<file path="config.mk">
export PLATFORM = sky130hd
export DESIGN_NAME = led_group_ctrl_flat
export DESIGN_NICKNAME = d
export VERILOG_FILES = /design/src/rtl/led_group_ctrl_if.sv /design/src/rtl/led_group_ctrl.sv /design/src/flat_wrapper.sv
export SDC_FILE = /design/constraint.sdc
export NUM_CORES = 1
export LEC_CHECK = 0
export ABC_AREA = 0
export BUFFER_PORTS_ARGS = -buffer_cell sky130_fd_sc_hd__buf_4
export CORE_MARGIN = 2
export CORE_UTILIZATION = 40
export CTS_BUF_LIST = sky130_fd_sc_hd__clkbuf_8
export CTS_CLUSTER_SIZE = 8
export DETAILED_ROUTE_END_ITERATION = 10
export MAX_ROUTING_LAYER = met4
export PLACE_DENSITY = 0.67
export RECOVER_POWER = 25
export SYNTH_ARGS = -nofsm -noshare
export SYNTH_HDL_FRONTEND = slang
export SYNTH_SLANG_ARGS = --single-unit
</file>
<file path="constraint.sdc">
create_clock -name clk -period 5.9 [get_ports clk]
set_clock_uncertainty 0.1 [all_clocks]
set_input_delay 0 -clock clk [delete_from_list [all_inputs] [get_ports clk]]
set_output_delay 0 -clock clk [all_outputs]
set_load 0.005 [all_outputs]
</file>
<file path="src/rtl/led_group_ctrl_if.sv">
// Pin-side bundle of the LED group controller: raw switches and buttons in,
// LED value, group enables and press strobes out.
interface led_group_ctrl_if;
    localparam int unsigned SWT_W = 16;
    localparam int unsigned BTN_W = 4;

    logic [SWT_W-1:0] swt;
    logic [BTN_W-1:0] btn;
    logic [SWT_W-1:0] led;
    logic [BTN_W-1:0] grp_en;
    logic [BTN_W-1:0] press_pulse;

    modport master (output swt, output btn, input led, input grp_en, input press_pulse);
    modport slave  (input swt, input btn, output led, output grp_en, output press_pulse);
endinterface

</file>
<file path="src/rtl/led_group_ctrl.sv">
// Synchronises switches and buttons, debounces each button and lets every
// accepted press toggle the enable of its 4-bit LED group.
module led_group_ctrl #(
    parameter int unsigned DB_CYCLES = 500000,
    parameter int unsigned CNT_W     = 20
) (
    input  logic            clk,
    input  logic            rst,
    led_group_ctrl_if.slave bus
);
    localparam int unsigned SWT_W = 16;
    localparam int unsigned N_BTN = 4;
    localparam int unsigned GRP_W = 4;
    localparam logic [CNT_W-1:0] CNT_LAST = CNT_W'(DB_CYCLES - 1);
    localparam logic [CNT_W-1:0] CNT_ONE  = CNT_W'(1);

    typedef enum logic [1:0] {
        IDLE       = 2'd0,
        PRESS_WAIT = 2'd1,
        HELD       = 2'd2,
        REL_WAIT   = 2'd3
    } db_state_t;

    logic [SWT_W-1:0] swt_m, swt_s;
    logic [N_BTN-1:0] btn_m, btn_s;
    db_state_t        state_q [N_BTN];
    db_state_t        state_d [N_BTN];
    logic [CNT_W-1:0] cnt_q   [N_BTN];
    logic [CNT_W-1:0] cnt_d   [N_BTN];
    logic [N_BTN-1:0] pulse_q, pulse_d;
    logic [N_BTN-1:0] grp_en_q;
    logic [SWT_W-1:0] led_mask;

    // State register: synchronisers, debouncers, strobes and group enables
    always_ff @(posedge clk or posedge rst) begin
        if (rst) begin
            swt_m    <= '0;
            swt_s    <= '0;
            btn_m    <= '0;
            btn_s    <= '0;
            pulse_q  <= '0;
            grp_en_q <= '1;
            for (int i = 0; i < N_BTN; i++) begin
                state_q[i] <= IDLE;
                cnt_q[i]   <= '0;
            end
        end else begin
            swt_m    <= bus.swt;
            swt_s    <= swt_m;
            btn_m    <= bus.btn;
            btn_s    <= btn_m;
            pulse_q  <= pulse_d;
            grp_en_q <= grp_en_q ^ pulse_q;
            for (int i = 0; i < N_BTN; i++) begin
                state_q[i] <= state_d[i];
                cnt_q[i]   <= cnt_d[i];
            end
        end
    end

    // Per-button debounce: a level must hold for DB_CYCLES samples to be believed
    always_comb begin
        pulse_d = '0;
        for (int i = 0; i < N_BTN; i++) begin
            state_d[i] = state_q[i];
            cnt_d[i]   = cnt_q[i];
            case (state_q[i])
                IDLE: begin
                    if (btn_s[i]) begin
                        state_d[i] = PRESS_WAIT;
                        cnt_d[i]   = CNT_ONE;
                    end
                end
                PRESS_WAIT: begin
                    if (!btn_s[i]) begin
                        state_d[i] = IDLE;
                        cnt_d[i]   = '0;
                    end else if (cnt_q[i] == CNT_LAST) begin
                        state_d[i] = HELD;
                        cnt_d[i]   = '0;
                        pulse_d[i] = 1'b1;
                    end else begin
                        cnt_d[i] = cnt_q[i] + CNT_ONE;
                    end
                end
                HELD: begin
                    if (!btn_s[i]) begin
                        state_d[i] = REL_WAIT;
                        cnt_d[i]   = CNT_ONE;
                    end
                end
                REL_WAIT: begin
                    if (btn_s[i]) begin
                        state_d[i] = HELD;
                        cnt_d[i]   = '0;
                    end else if (cnt_q[i] == CNT_LAST) begin
                        state_d[i] = IDLE;
                        cnt_d[i]   = '0;
                    end else begin
                        cnt_d[i] = cnt_q[i] + CNT_ONE;
                    end
                end
                default: begin
                    state_d[i] = IDLE;
                    cnt_d[i]   = '0;
                end
            endcase
        end
    end

    // Expand each group enable over its four LEDs
    always_comb begin
        led_mask = '0;
        for (int i = 0; i < N_BTN; i++) begin
            led_mask[GRP_W*i +: GRP_W] = {GRP_W{grp_en_q[i]}};
        end
    end

    assign bus.led         = swt_s & led_mask;
    assign bus.grp_en      = grp_en_q;
    assign bus.press_pulse = pulse_q;

endmodule

</file>
<file path="src/flat_wrapper.sv">
// flat-port wrapper written by rule: the top's interface ports become plain ports
module led_group_ctrl_flat 
#(
    parameter int unsigned DB_CYCLES = 500000,
    parameter int unsigned CNT_W     = 20
)
  (clk, rst, bus_swt, bus_btn, bus_led, bus_grp_en, bus_press_pulse);
  led_group_ctrl_if bus_i ();
  input  logic clk;
  input  logic rst;
  input wire logic [$bits(bus_i.swt)-1:0] bus_swt;
  input wire logic [$bits(bus_i.btn)-1:0] bus_btn;
  output wire logic [$bits(bus_i.led)-1:0] bus_led;
  output wire logic [$bits(bus_i.grp_en)-1:0] bus_grp_en;
  output wire logic [$bits(bus_i.press_pulse)-1:0] bus_press_pulse;
  assign bus_i.swt = bus_swt;
  assign bus_i.btn = bus_btn;
  assign bus_led = bus_i.led;
  assign bus_grp_en = bus_i.grp_en;
  assign bus_press_pulse = bus_i.press_pulse;
  led_group_ctrl #(.DB_CYCLES(DB_CYCLES), .CNT_W(CNT_W)) u_core (.clk(clk), .rst(rst), .bus(bus_i));
endmodule
</file>
# [After elaboration in Yosys (flattened, before gate mapping)]
# Index checks and enable logic that the tools add are counted.
[word_totals] input_bits=22 memories=0 regBits=136 romBits=0 latch_bits=0 mem_bits_rw=0
[classes] n_div=0 order_cmp=0 addsub=4 n_mux=64 bitwise_logic=2 n_reduce_logical=12 shifts=0 eq_ne=32 mul=0
[op_table] operator="$mux W20" count=20
[op_table] operator="$pmux W20 S4" count=4
[op_table] operator="$add A20 B1 Y20 const B" count=4
[op_table] operator="$eq A20 B19 Y1 const B" count=4
[op_table] operator="$mux W2" count=24
[op_table] operator="$pmux W2 S4" count=4
[op_table] operator="$and A16 B16 Y16" count=1
[op_table] operator="$eq A2 B2 Y1 const B" count=8
[op_table] operator="$reduce_and A4 Y1" count=4
[op_table] operator="$mux W1" count=12
[op_table] operator="$ne A3 B1 Y1 const B" count=4
[op_table] operator="$ne A3 B3 Y1 const B" count=4
[op_table] operator="$eq A2 B1 Y1 const B" count=4
[op_table] operator="$logic_not A2 Y1" count=4
[op_table] operator="$ne A2 B1 Y1 const B" count=4
[op_table] operator="$ne A2 B2 Y1 const B" count=4
[op_table] operator="$reduce_and A2 Y1" count=4
[op_table] operator="$xor A4 B4 Y4" count=1

# [Longest topological paths before layout]
# Gate-level depths: netlist of the first run.
[logic_depth] ltp_word=4 depth_mapped=8

# [Worst setup path after synthesis of the first run]
# OpenSTA, ideal clock, no wires.
[synth_path] path_type="reg-to-reg" from="register u_core.cnt_q[40] (netlist name)" to="register u_core.cnt_q[52] (netlist name)" n_path_buf=1 stages_incl_launch_ff=8 period_less_slack_ns=2.130 setup_ns=0.121 slack_ns=3.770 arrival_time_ns=1.909 t_required_ns=5.679 cell_sequence="dfrtp_1 -> ha_1 -> and4_4 -> or4b_1 -> o21ba_1 -> buf_6 -> a21o_1 -> a22o_1"
[synth_via] elab_chain_len=4
[synth_lines] item="from (decl)" line="led_group_ctrl.sv:28" text="logic [CNT_W-1:0] cnt_q [N_BTN];"
[synth_lines] item="from (signal, indexed assignment)" line="led_group_ctrl.sv:56" text="cnt_q[i] <= cnt_d[i];"
[synth_lines] item="$add A20 B1 Y20 / $eq A20 B19 Y1 (equally long branches)"
[synth_lines] item="$mux W20 *" line="led_group_ctrl.sv:78, led_group_ctrl.sv:96"
[synth_lines] item="$mux W20, on equally long branches" line="led_group_ctrl.sv:93, led_group_ctrl.sv:75"
[synth_lines] item="$pmux W20 S4 *" line="led_group_ctrl.sv:67" text="case (state_q[i])"
# Mark *: on every way between the ends. The rest lies on a longest branch, timed or not.
# A chain may end at the register's enable or synchronous reset.

==> flow_summary.json, run 1 <==
{
  "fin_area_um2": 7380,
  "hold_end": "u_core.btn_m[3]",
  "grt_util_all_layers_pct": 16.9,
  "routabilityCongestion": 0.859,
  "number_of_enable_flip_flop_cells_after_synthesis": 0,
  "cts_num_sinks": 136,
  "cts_max_path_buffers": 2,
  "syn-num-nets": 638,
  "design.portCount": 46,
  "synthMuxAreaShare_pct": 1.67,
  "yosys.area_share.simple_pct": 21.7,
  "grt_pass1_wl_mm": 22.1,
  "area_growth_syn_to_layout_pct": 16.9,
  "routed_wl_mm": 13.1,
  "irDropWorstVdd_mv": 0.155,
  "final.min_clock_period_ps": 2770,
  "tightest_slew_ps": 2530,
  "run_status": "finished with violations",
  "r2r.worst_path.cells": 6,
  "synth_xor_xnor_area_share_pct": 2.78,
  "tritoncts": "yes",
  "worst_max_slew_margin_expressed_relative_to_the_limit_pct": -69.9,
  "top_ff_cell_synth": "dfrtp_1",
  "grt_start_max_net_pins": 79,
  "setup_total_negative_slack_ps": 0,
  "initial_utilization_pct": 41.2,
  "worst_setup_hold_path_clk_slew_ps": 80,
  "mappedNetlistArea_um2": 6310,
  "leakagePower_uw": 0.00316,
  "worst_r2r_startpoint": "u_core.cnt_q[40]",
  "worst_r2r_endpoint": "u_core.cnt_q[46]",
  "placement.cell_area_um2": 6770,
  "cts_inserted_buffers": 17,
  "hold_path_class": "in2reg",
  "setup.worst_path.class": "in2async",
  "cp_data_required_time_ps": 6250,
  "drive_gt1_share_pct": 14.5,
  "combinational_family_with_the_most_area_after_synthesis": "simple AND/OR/NAND/NOR gates",
  "drc_errors_left": 0,
  "overflow": 0,
  "n_antenna_cell": 0,
  "cts_root_buffer": "clkbuf_8",
  "synthesis.instances": 612,
  "postSynth.asyncResetShare_pct": 100,
  "grt_antenna_before_repair": 0,
  "initialDrtViolationCount": 456,
  "setup_repair_after_global_routing_missed_its_margin": "no",
  "final_max_slew_viol_count": 60,
  "placeableCoreArea_um2": 15300,
  "drv_cap": 1,
  "whs_path_depth": 2,
  "worstSetupEndpointType": "async pin",
  "crit_path_max_fanout": 78,
  "floorplan_row_count": 45,
  "htree_num_levels": 4,
  "post_drt_via_cell_ratio": 5.58,
  "power_density_nw_per_um2": 273,
  "timing.hold.ws_ps": 104,
  "design_power_total_uw": 2020,
  "ys_ff_latch": 136,
  "die_w_um": 130,
  "post_drt_wl_per_cell_um": 14.6,
  "design.final.nets": 695,
  "period_share_pct": 46.9,
  "start_kind": "input pin",
  "synth-compound-area-share_pct": 16.2,
  "holdCritStartpoint": "bus_btn[3]",
  "failed_checks": "capacitance limit, slew limit",
  "worst-r2r-setup-slack_ps": 3300,
  "vias": 4982,
  "synth_seq_area_share_pct": 54.0,
  "fill_cells": 1423,
  "dp_hpwl_mm": 8.48,
  "report.final.setup_viol": 0,
  "drtAntennaViolNets": 0,
  "post_synth_fa_ha_maj_area_fraction_pct": 0.793,
  "synthesis.yosys.warnings": 0,
  "clock_latency_ps": 450,
  "fmax_mhz": 361,
  "hold_viol": 0,
  "synth.distinct_cells": 56,
  "io_buffers": 45,
  "die_height_um": 130,
  "worst_ep_arrival_time_ps": 3110,
  "first_global_vias": 4723,
  "mapped_avg_cell_area_um2": 10.3,
  "design.die.area_um2": 16800,
  "drt-pass1-iter-count": 5
}
repair_timing:
action | CTS | global route
endpoints found under the hold margin | 78 | 0
resized for setup | 0 | 0
setup buffers | 0 | 0
hold buffers | 21 | 0
worst max path at each step:
stage	startpoint	end	slack, ps	cells after the start
global placement	u_core.cnt_q[40]	u_core.cnt_q[52]	3460	6
CTS	u_core.cnt_q[41]	u_core.cnt_q[52]	3330	6
global route	rst	u_core.cnt_q[4]	2510	4
floorplan	rst	async pin	2170	1
finish	rst	u_core.bus.press_pulse[2]	3130	4
detailed placement	u_core.cnt_q[41]	u_core.cnt_q[52]	3360	6
Yosys cell counts, drive strengths merged, types with 2 or more instances:
cell type | n | share of area (%)
and3 | 9 | 0.89
o21ba | 2 | 0.32
mux2 | 4 | 0.71
nor4b | 7 | 1.1
inv | 8 | 0.48
nand2 | 63 | 3.7
a21o | 9 | 1.1
or3 | 2 | 0.20
o21ai | 24 | 1.9
and2 | 27 | 2.7
ha | 4 | 0.79
dfstp | 4 | 1.7
a21oi | 32 | 2.6
a41oi | 9 | 1.2
dfrtp | 132 | 52
nor3 | 12 | 1.0
and4b | 2 | 0.32
mux2i | 6 | 0.95
nand2b | 11 | 1.1
nand4 | 21 | 2.1
and4 | 5 | 0.73
o21a | 3 | 0.36
o22ai | 4 | 0.40
a22o | 15 | 2.1
buf | 14 | 1.5
a31oi | 48 | 4.8
or4b | 3 | 0.48
nand3 | 41 | 3.3
or2 | 4 | 0.40
o31ai | 3 | 0.36
xnor2 | 5 | 0.69
xor2 | 15 | 2.1
nor2 | 29 | 1.7
clkbuf | 15 | 0.89
nor4 | 8 | 1.4
nor3b | 3 | 0.36
where the power goes:
group	internal, µW	switching [µW]	total [µW]
logic	89.4	151	240
registers	971	39.9	1010
clock network	388	378	766
cell usage in the layout, fill, tap and decap left out, types with 4 or more instances in the layout:
cell,n
o21ai_0,24
clkbuf_8,18
mux2i_1,6
a21o_1,9
nor4_1,5
ha_1,4
nor4b_1,6
dlygate4sd3_1,21
and3_1,9
nor2_1,29
clkinv_4,6
and4_1,4
mux2_2,4
a41oi_1,9
clkbuf_4,21
inv_1,8
dfstp_2,4
and2_1,27
a21oi_1,31
a22o_1,15
nand3_1,41
nand2b_1,11
nor3_1,11
dfrtp_1,132
nand4_1,21
o22ai_1,4
xnor2_1,5
buf_4,25
xor2_1,15
nand2_1,63
a31oi_1,48
worst max-delay path, stage by stage:
cell	delay, ps
dlygate4sd3_1	540
clkbuf_4	140
clkinvlp_2	1420
buf_4	930
area by class of cell:
cell class | instances | area [µm²] | share of cell area, %
Inverter | 8 | 31.3 | 0.424
Sequential cell | 136 | 3410 | 46.2
Timing Repair Buffer | 67 | 556 | 7.53
Tap cell | 211 | 264 | 3.58
Multi-Input combinational cell | 439 | 2720 | 36.8
Clock inverter | 14 | 153 | 2.07
Clock buffer | 18 | 248 | 3.36
stage by stage:
step	std cells	setup WS (ps)	util, %
2_1_floorplan	612	2170	-
3_3_place_gp	840	3460	44.2
3_5_place_dp	840	3360	44.2
4_1_cts	893	3330	48.2
5_1_grt	893	2510	48.2
6_report	893	3130	48.2
per-layer routing:
layer | track usage, % | up-vias | part of all wire, %
met3 | 3.67 | 22 | 3.4
met5 | - | - | 0
met4 | 7.72 | 0 | 1.9
li1 | - | 2375 | -
met1 | 21.7 | 2477 | 46
met2 | 25.7 | 108 | 48
cell families after synthesis:
kind of cell	count (synthesis)
and+or+nand+nor	249
xor gates and xnor gates	20
AOI/OAI and AO/OA	156
adders and majority gates	4
buffers and inverters	37
DFF	136
muxes	10
state kept, by name, summed over array words and instances, names as in the netlist, named ones only:
register,flops
u_core.bus.grp_en,4
u_core.swt_m,16
u_core.btn_m,4
u_core.state_q,4
u_core.bus.press_pulse,4
u_core.swt_s,16
u_core.btn_s,4
u_core.cnt_q,80
Note: power is estimated with default switching activity, not from simulation.
==> run 2: changes to the inputs <==
Settings changed: ABC_AREA 0 to 1, PLACE_DENSITY 0.67 to 0.69.
Clock period 5.9 ns to 2.5 ns, I/O delays scaled along.
==> run 2 against run 1 <==
The flow now finishes without violations. Final cell count up 24%. Clock power rose to 2.5 times the previous value. Sequential share of layout area decreased by 3.8 points. Global-route usage grew 0.18 points. Total power rose to 2.5 times the previous value. Sequential cell count unchanged. Routed wire length grew 4.5%. Synthesized cell count is 29% higher. Worst hold slack improved by 10 ps. Non-clock buffer count rose by 8. Clock-buffer cell count rose by 4. Critical path depth rose by 6. Critical path type is now reg2reg. Critical endpoint is now u_core.cnt_q[78]. Largest cell class unchanged.
==> flow_summary.json, run 2 <==
{
  "run_status": "complete, no violations",
  "htree_num_levels": 4,
  "design.final.nets": 903,
  "fmax_mhz": 515,
  "grt_pass1_wl_mm": 23.9,
  "final_max_slew_viol_count": 0,
  "grt_util_all_layers_pct": 17.1,
  "clock_latency_ps": 450,
  "area_growth_syn_to_layout_pct": 19.3,
  "cp_data_required_time_ps": 2780,
  "post_synth_most_frequent_cells": "194 x nand2_1, 132 x dfrtp_1, 111 x inv_1",
  "layout_commonest_cell": "nand2_1",
  "vias": 5338,
  "tritoncts": "yes",
  "initialDrtViolationCount": 341,
  "n_antenna_cell": 0,
  "overflow": 0,
  "top_ff_cell_synth": "dfrtp_1",
  "post_drt_wl_per_cell_um": 12.3,
  "synthDominantAreaCellType": "dfrtp_1",
  "design_power_total_uw": 5050,
  "synth_seq_area_share_pct": 50.6,
  "syn-num-nets": 817,
  "cts.repair.resized": 0,
  "irDropWorstVdd_mv": 0.388,
  "worst-r2r-setup-slack_ps": 560,
  "crit_path_max_fanout": 11,
  "final.min_clock_period_ps": 1940,
  "start_kind": "flip-flop",
  "grt_antenna_before_repair": 0,
  "first_global_vias": 5180,
  "cts_num_sinks": 136,
  "mapped_avg_cell_area_um2": 8.51,
  "worstSetupEndpointType": "flip-flop",
  "synth.top_cells.by_area": "dfrtp_1 49%, nand2_1 11%, inv_1 6.2%",
  "layout_common_cells": "194 x nand2_1, 132 x dfrtp_1, 113 x inv_1",
  "drive_gt1_share_pct": 15.4,
  "hold_viol": 0,
  "setup_repair_after_global_routing_missed_its_margin": "no",
  "fin_area_um2": 8030,
  "netlist.area_leader.share_pct": 49.1,
  "worst_setup_hold_path_clk_slew_ps": 70,
  "io_buffers": 45,
  "drv_cap": 0,
  "hold_path_class": "in2reg",
  "placement.cell_area_um2": 7400,
  "synthesis.instances": 791,
  "synthesis.yosys.warnings": 0,
  "die_height_um": 134,
  "cts_inserted_buffers": 17,
  "floorplan_row_count": 47,
  "mappedNetlistArea_um2": 6730,
  "drtAntennaViolNets": 0,
  "worst_max_slew_margin_expressed_relative_to_the_limit_pct": 10.3,
  "worst_ep_arrival_time_ps": 2230,
  "layout.cells.non_filler": 1110,
  "drc_errors_left": 0,
  "postSynth.asyncResetShare_pct": 100,
  "final_util_pct": 48.6,
  "setup_total_negative_slack_ps": 0,
  "cts_root_buffer": "clkbuf_8",
  "power_density_nw_per_um2": 629,
  "dp_cells": 1057,
  "number_of_enable_flip_flop_cells_after_synthesis": 0,
  "die_w_um": 134,
  "leakagePower_uw": 0.00377,
  "design.die.area_um2": 17900,
  "dp_hpwl_mm": 9.75,
  "cts_max_path_buffers": 2,
  "regMostFlops": "u_core.cnt_q",
  "grt_start_max_net_pins": 49,
  "initial_utilization_pct": 40.7,
  "design.portCount": 46,
  "most_instantiated_library_cell_after_synthesis": "nand2_1",
  "setup.worst_path.class": "reg2reg",
  "post_drt_via_cell_ratio": 4.81,
  "cts_post_setup_buffers_inserted": 0,
  "report.final.setup_viol": 0,
  "largest_register_ff_count": 80,
  "period_share_pct": 77.7,
  "drt-pass1-iter-count": 6,
  "ys_ff_latch": 136,
  "ctsHoldBuffers": 21,
  "top_regs": "u_core.cnt_q: 80 flops, u_core.swt_m: 16 flops, u_core.swt_s: 16 flops",
  "synth.distinct_cells": 42,
  "routabilityCongestion": 0.929,
  "placeableCoreArea_um2": 16500,
  "tightest_slew_ps": 1340,
  "routed_wl_mm": 13.7
}
## run 2: cell types whose count changed after synthesis, sizes merged, moves of 15 or more
cell   previous run  this run
nor3             12        31
nand2            63       205
o21ai            24        39
nor2             29        86
a21oi            32        15
xor2             15        35
and2             27         1
inv               8       114
a31oi            48         1
o22ai             4        19
## run 2: area by class of cell
class                      count  area [µm²]
clock buffer                  22         303
clock inverter                10         125
fill                        1532        8490
inverter                     115         440
multi-input combinational    532        2830
sequential                   136        3410
tap                          220         275
timing repair buffer          75         649
## run 2: worst max-delay path, stage by stage (launching register included)
cell,delay (ps)
dfrtp_1,410
ha_1,240
nand2_2,120
nor2_4,60
nand3_1,90
nor2_2,50
nor2_2,380
inv_2,180
nor2_1,140
nand2_1,60
nand2_1,60
## run 2: final timing paths
check,from,end,cells past startpoint
worst max-delay path,u_core.cnt_q[61],u_core.cnt_q[78],10
worst min-delay path,bus_swt[7],u_core.swt_m[7],2
worst max register to register,u_core.cnt_q[61],u_core.cnt_q[78],10
worst min register to register,u_core.swt_m[12],u_core.swt_s[12],0
max in group asynchronous,rst,u_core.bus.grp_en[1],4
min in group asynchronous,rst,u_core.cnt_q[32],3
## run 2: where the power goes
part,internal [µW],total [µW],switching [µW]
clock,1110,1930,823
sequential,2320,2440,117
combinational,238,686,449
## run 2: per-layer routing
layer	vias to the layer above	GRT usage (%)	wire, µm
li1	2707	-	-
met1	2499	22.3	6680
met2	104	25.5	6190
met3	28	4.03	498
met4	0	7.39	295
met5	-	-	0
## run 2: per-stage QoR
step / hold slack (ps) / setup slack (ps)
4_1_cts: 64.8 / 554
3_5_place_dp: 10.8 / 570
3_3_place_gp: 9.61 / 606
2_1_floorplan: -68.6 / 710
5_1_grt: 89.0 / 358
6_report: 115 / 558
## run 2: logic make-up after synthesis
| group | after synthesis | synth area share (%) |
|---|---|---|
| DFF | 136 | 50.6 |
| and+or+nand+nor | 405 | 29.0 |
| adders and majority gates | 4 | 0.743 |
| xor gates and xnor gates | 42 | 5.46 |
| AOI/OAI and AO/OA | 81 | 6.78 |
| buffers and inverters | 123 | 7.34 |
==> run 3: changes to the inputs <==
Settings changed: PLACE_DENSITY 0.69 to 0.67.
Clock period 2.5 ns to 1.85 ns, I/O delays scaled along.
==> run 3 against run 2 <==
Routed wire length up 1.2%. Critical path depth unchanged. Core utilization up 0.52 points. Sequential share of layout area down 0.44 points. Global-route usage up 0.32 points. Via count down 0.79%. Combinational power up 49%. Register-to-register slack worse by 470 ps. Clock-buffer cell count down 5. Fmax up 10%. Largest power group unchanged.
==> flow_summary.json, run 3 (same netlist as run 2, synthesis figures left out) <==
{
  "timing.hold.ws_ps": 108,
  "initialDrtViolationCount": 412,
  "cts_num_sinks": 136,
  "report.final.setup_viol": 0,
  "register_area_um2": 3410,
  "drive_gt1_share_pct": 17.1,
  "die_height_um": 134,
  "post_drt_wl_per_cell_um": 12.3,
  "worst_max_slew_margin_expressed_relative_to_the_limit_pct": 39.7,
  "run_status": "complete, no violations",
  "irDropWorstVdd_mv": 0.586,
  "regMostFlops": "u_core.cnt_q",
  "multi_input_gate_area_in_the_final_layout_um2": 2870,
  "layout_commonest_cell": "nand2_1",
  "clock_latency_ps": 450,
  "n_antenna_cell": 0,
  "fmax_mhz": 568,
  "drv_cap": 0,
  "grt_util_all_layers_pct": 17.4,
  "largest_register_ff_count": 80,
  "power_density_nw_per_um2": 845,
  "start_kind": "flip-flop",
  "routabilityCongestion": 0.876,
  "leakagePower_uw": 0.00380,
  "grt_start_max_net_pins": 42,
  "drtAntennaViolNets": 0,
  "top_regs": "u_core.cnt_q: 80 flops, u_core.swt_m: 16 flops, u_core.swt_s: 16 flops",
  "fin_area_um2": 8120,
  "tightest_slew_ps": 899,
  "cts_inserted_buffers": 17,
  "vias": 5296,
  "grt_antenna_before_repair": 0,
  "final_util_pct": 49.1,
  "final.min_clock_period_ps": 1760,
  "worst_ep_arrival_time_ps": 2000,
  "final_max_slew_viol_count": 0,
  "grt_pass1_wl_mm": 24.0,
  "worst_setup_hold_path_clk_slew_ps": 80,
  "drc_errors_left": 0,
  "setup_total_negative_slack_ps": 0,
  "placeableCoreArea_um2": 16500,
  "htree_num_levels": 4,
  "cts_max_path_buffers": 2,
  "period_share_pct": 95.2,
  "hold_viol": 0,
  "cts_root_buffer": "clkbuf_8",
  "design.final.nets": 912,
  "area_growth_syn_to_layout_pct": 20.6,
  "hold_path_class": "in2reg",
  "drt-pass1-iter-count": 5,
  "worstSetupEndpointType": "flip-flop",
  "setup.worst_path.class": "reg2reg",
  "post_drt_via_cell_ratio": 4.73,
  "placement.cell_area_um2": 7440,
  "crit_path_max_fanout": 5,
  "initial_utilization_pct": 40.7,
  "cp_data_required_time_ps": 2090,
  "overflow": 0,
  "tritoncts": "yes",
  "dp_hpwl_mm": 9.80,
  "layout_common_cells": "194 x nand2_1, 131 x dfrtp_1, 111 x inv_1",
  "floorplan_row_count": 47,
  "routed_wl_mm": 13.8,
  "fill_cells": 1579,
  "design.portCount": 46,
  "design.die.area_um2": 17900,
  "die_w_um": 134,
  "first_global_vias": 5058,
  "io_buffers": 45
}
## run 3: cell types whose count changed in the layout (fill, tap and decap cells not counted), sizes merged
cell	delta
clkinvlp	+5
buf	+8
inv	+2
clkbuf	-4
clkinv	-2
## run 3: report_power, final
part / internal, µW / switching [µW]
clock: 1340 / 1210
combinational: 384 / 632
sequential: 3140 / 156
## run 3: routing by layer
layer	vias to the layer above	part of all wire [%]	routed length, µm	GRT usage, %
li1	2724	-	-	-
met1	2471	49	6810	23.6
met2	92	46	6380	25.7
met3	9	3.5	486	4.38
met4	0	1.0	145	5.50
met5	-	0	0	-
## run 3: area by class of cell
| class | instances | area share (%) |
|---|---|---|
| well taps | 220 | 3.39 |
| inverters | 115 | 5.46 |
| multi-input cells | 532 | 35.4 |
| flip-flops and latches | 136 | 42.0 |
| repair buffers | 84 | 8.69 |
| clock inverters | 15 | 2.20 |
| clock buffers | 17 | 2.88 |
## run 3: path summary, 6_finish.rpt
check                                       from               end  slack (ps)  cells after the start
worst max-delay path            u_core.cnt_q[20]  u_core.cnt_q[36]          90                     10
worst min-delay path                  bus_swt[4]   u_core.swt_m[4]         110                      2
worst max register to register  u_core.cnt_q[20]  u_core.cnt_q[36]          90                     10
worst min register to register   u_core.swt_m[8]   u_core.swt_s[8]         250                      0
max in group asynchronous                    rst   u_core.swt_s[3]         330                      4
min in group asynchronous                    rst  u_core.cnt_q[69]         150                      3
## run 3: stage by stage
step           cells  power (µW)  setup WS [ps]
4_1_cts         1116        6910           36.8
6_report        1119        6860           89.7
5_1_grt         1119        7250          -20.4
2_1_floorplan    791        4000           60.1
3_5_place_dp    1063        4290           65.1
3_3_place_gp    1063        4270            118
## run 3: repair_timing
item / CTS / global route
setup buffers: 0 / 3
hold buffers: 21 / 0
endpoints found under the hold margin: 152 / 0
endpoints found under the setup margin: 0 / 39
gates resized for setup: 0 / 13
## run 3: critical path, cell delays in order, from the launching register on
cell and delay, ps:
dfrtp_1 430, ha_1 230, nand2_2 100, nor2_4 150, nand4_2 120, nor2_4 160
nor2_4 80, inv_6 80, nand2_4 60, o21ai_1 90, inv_1 50
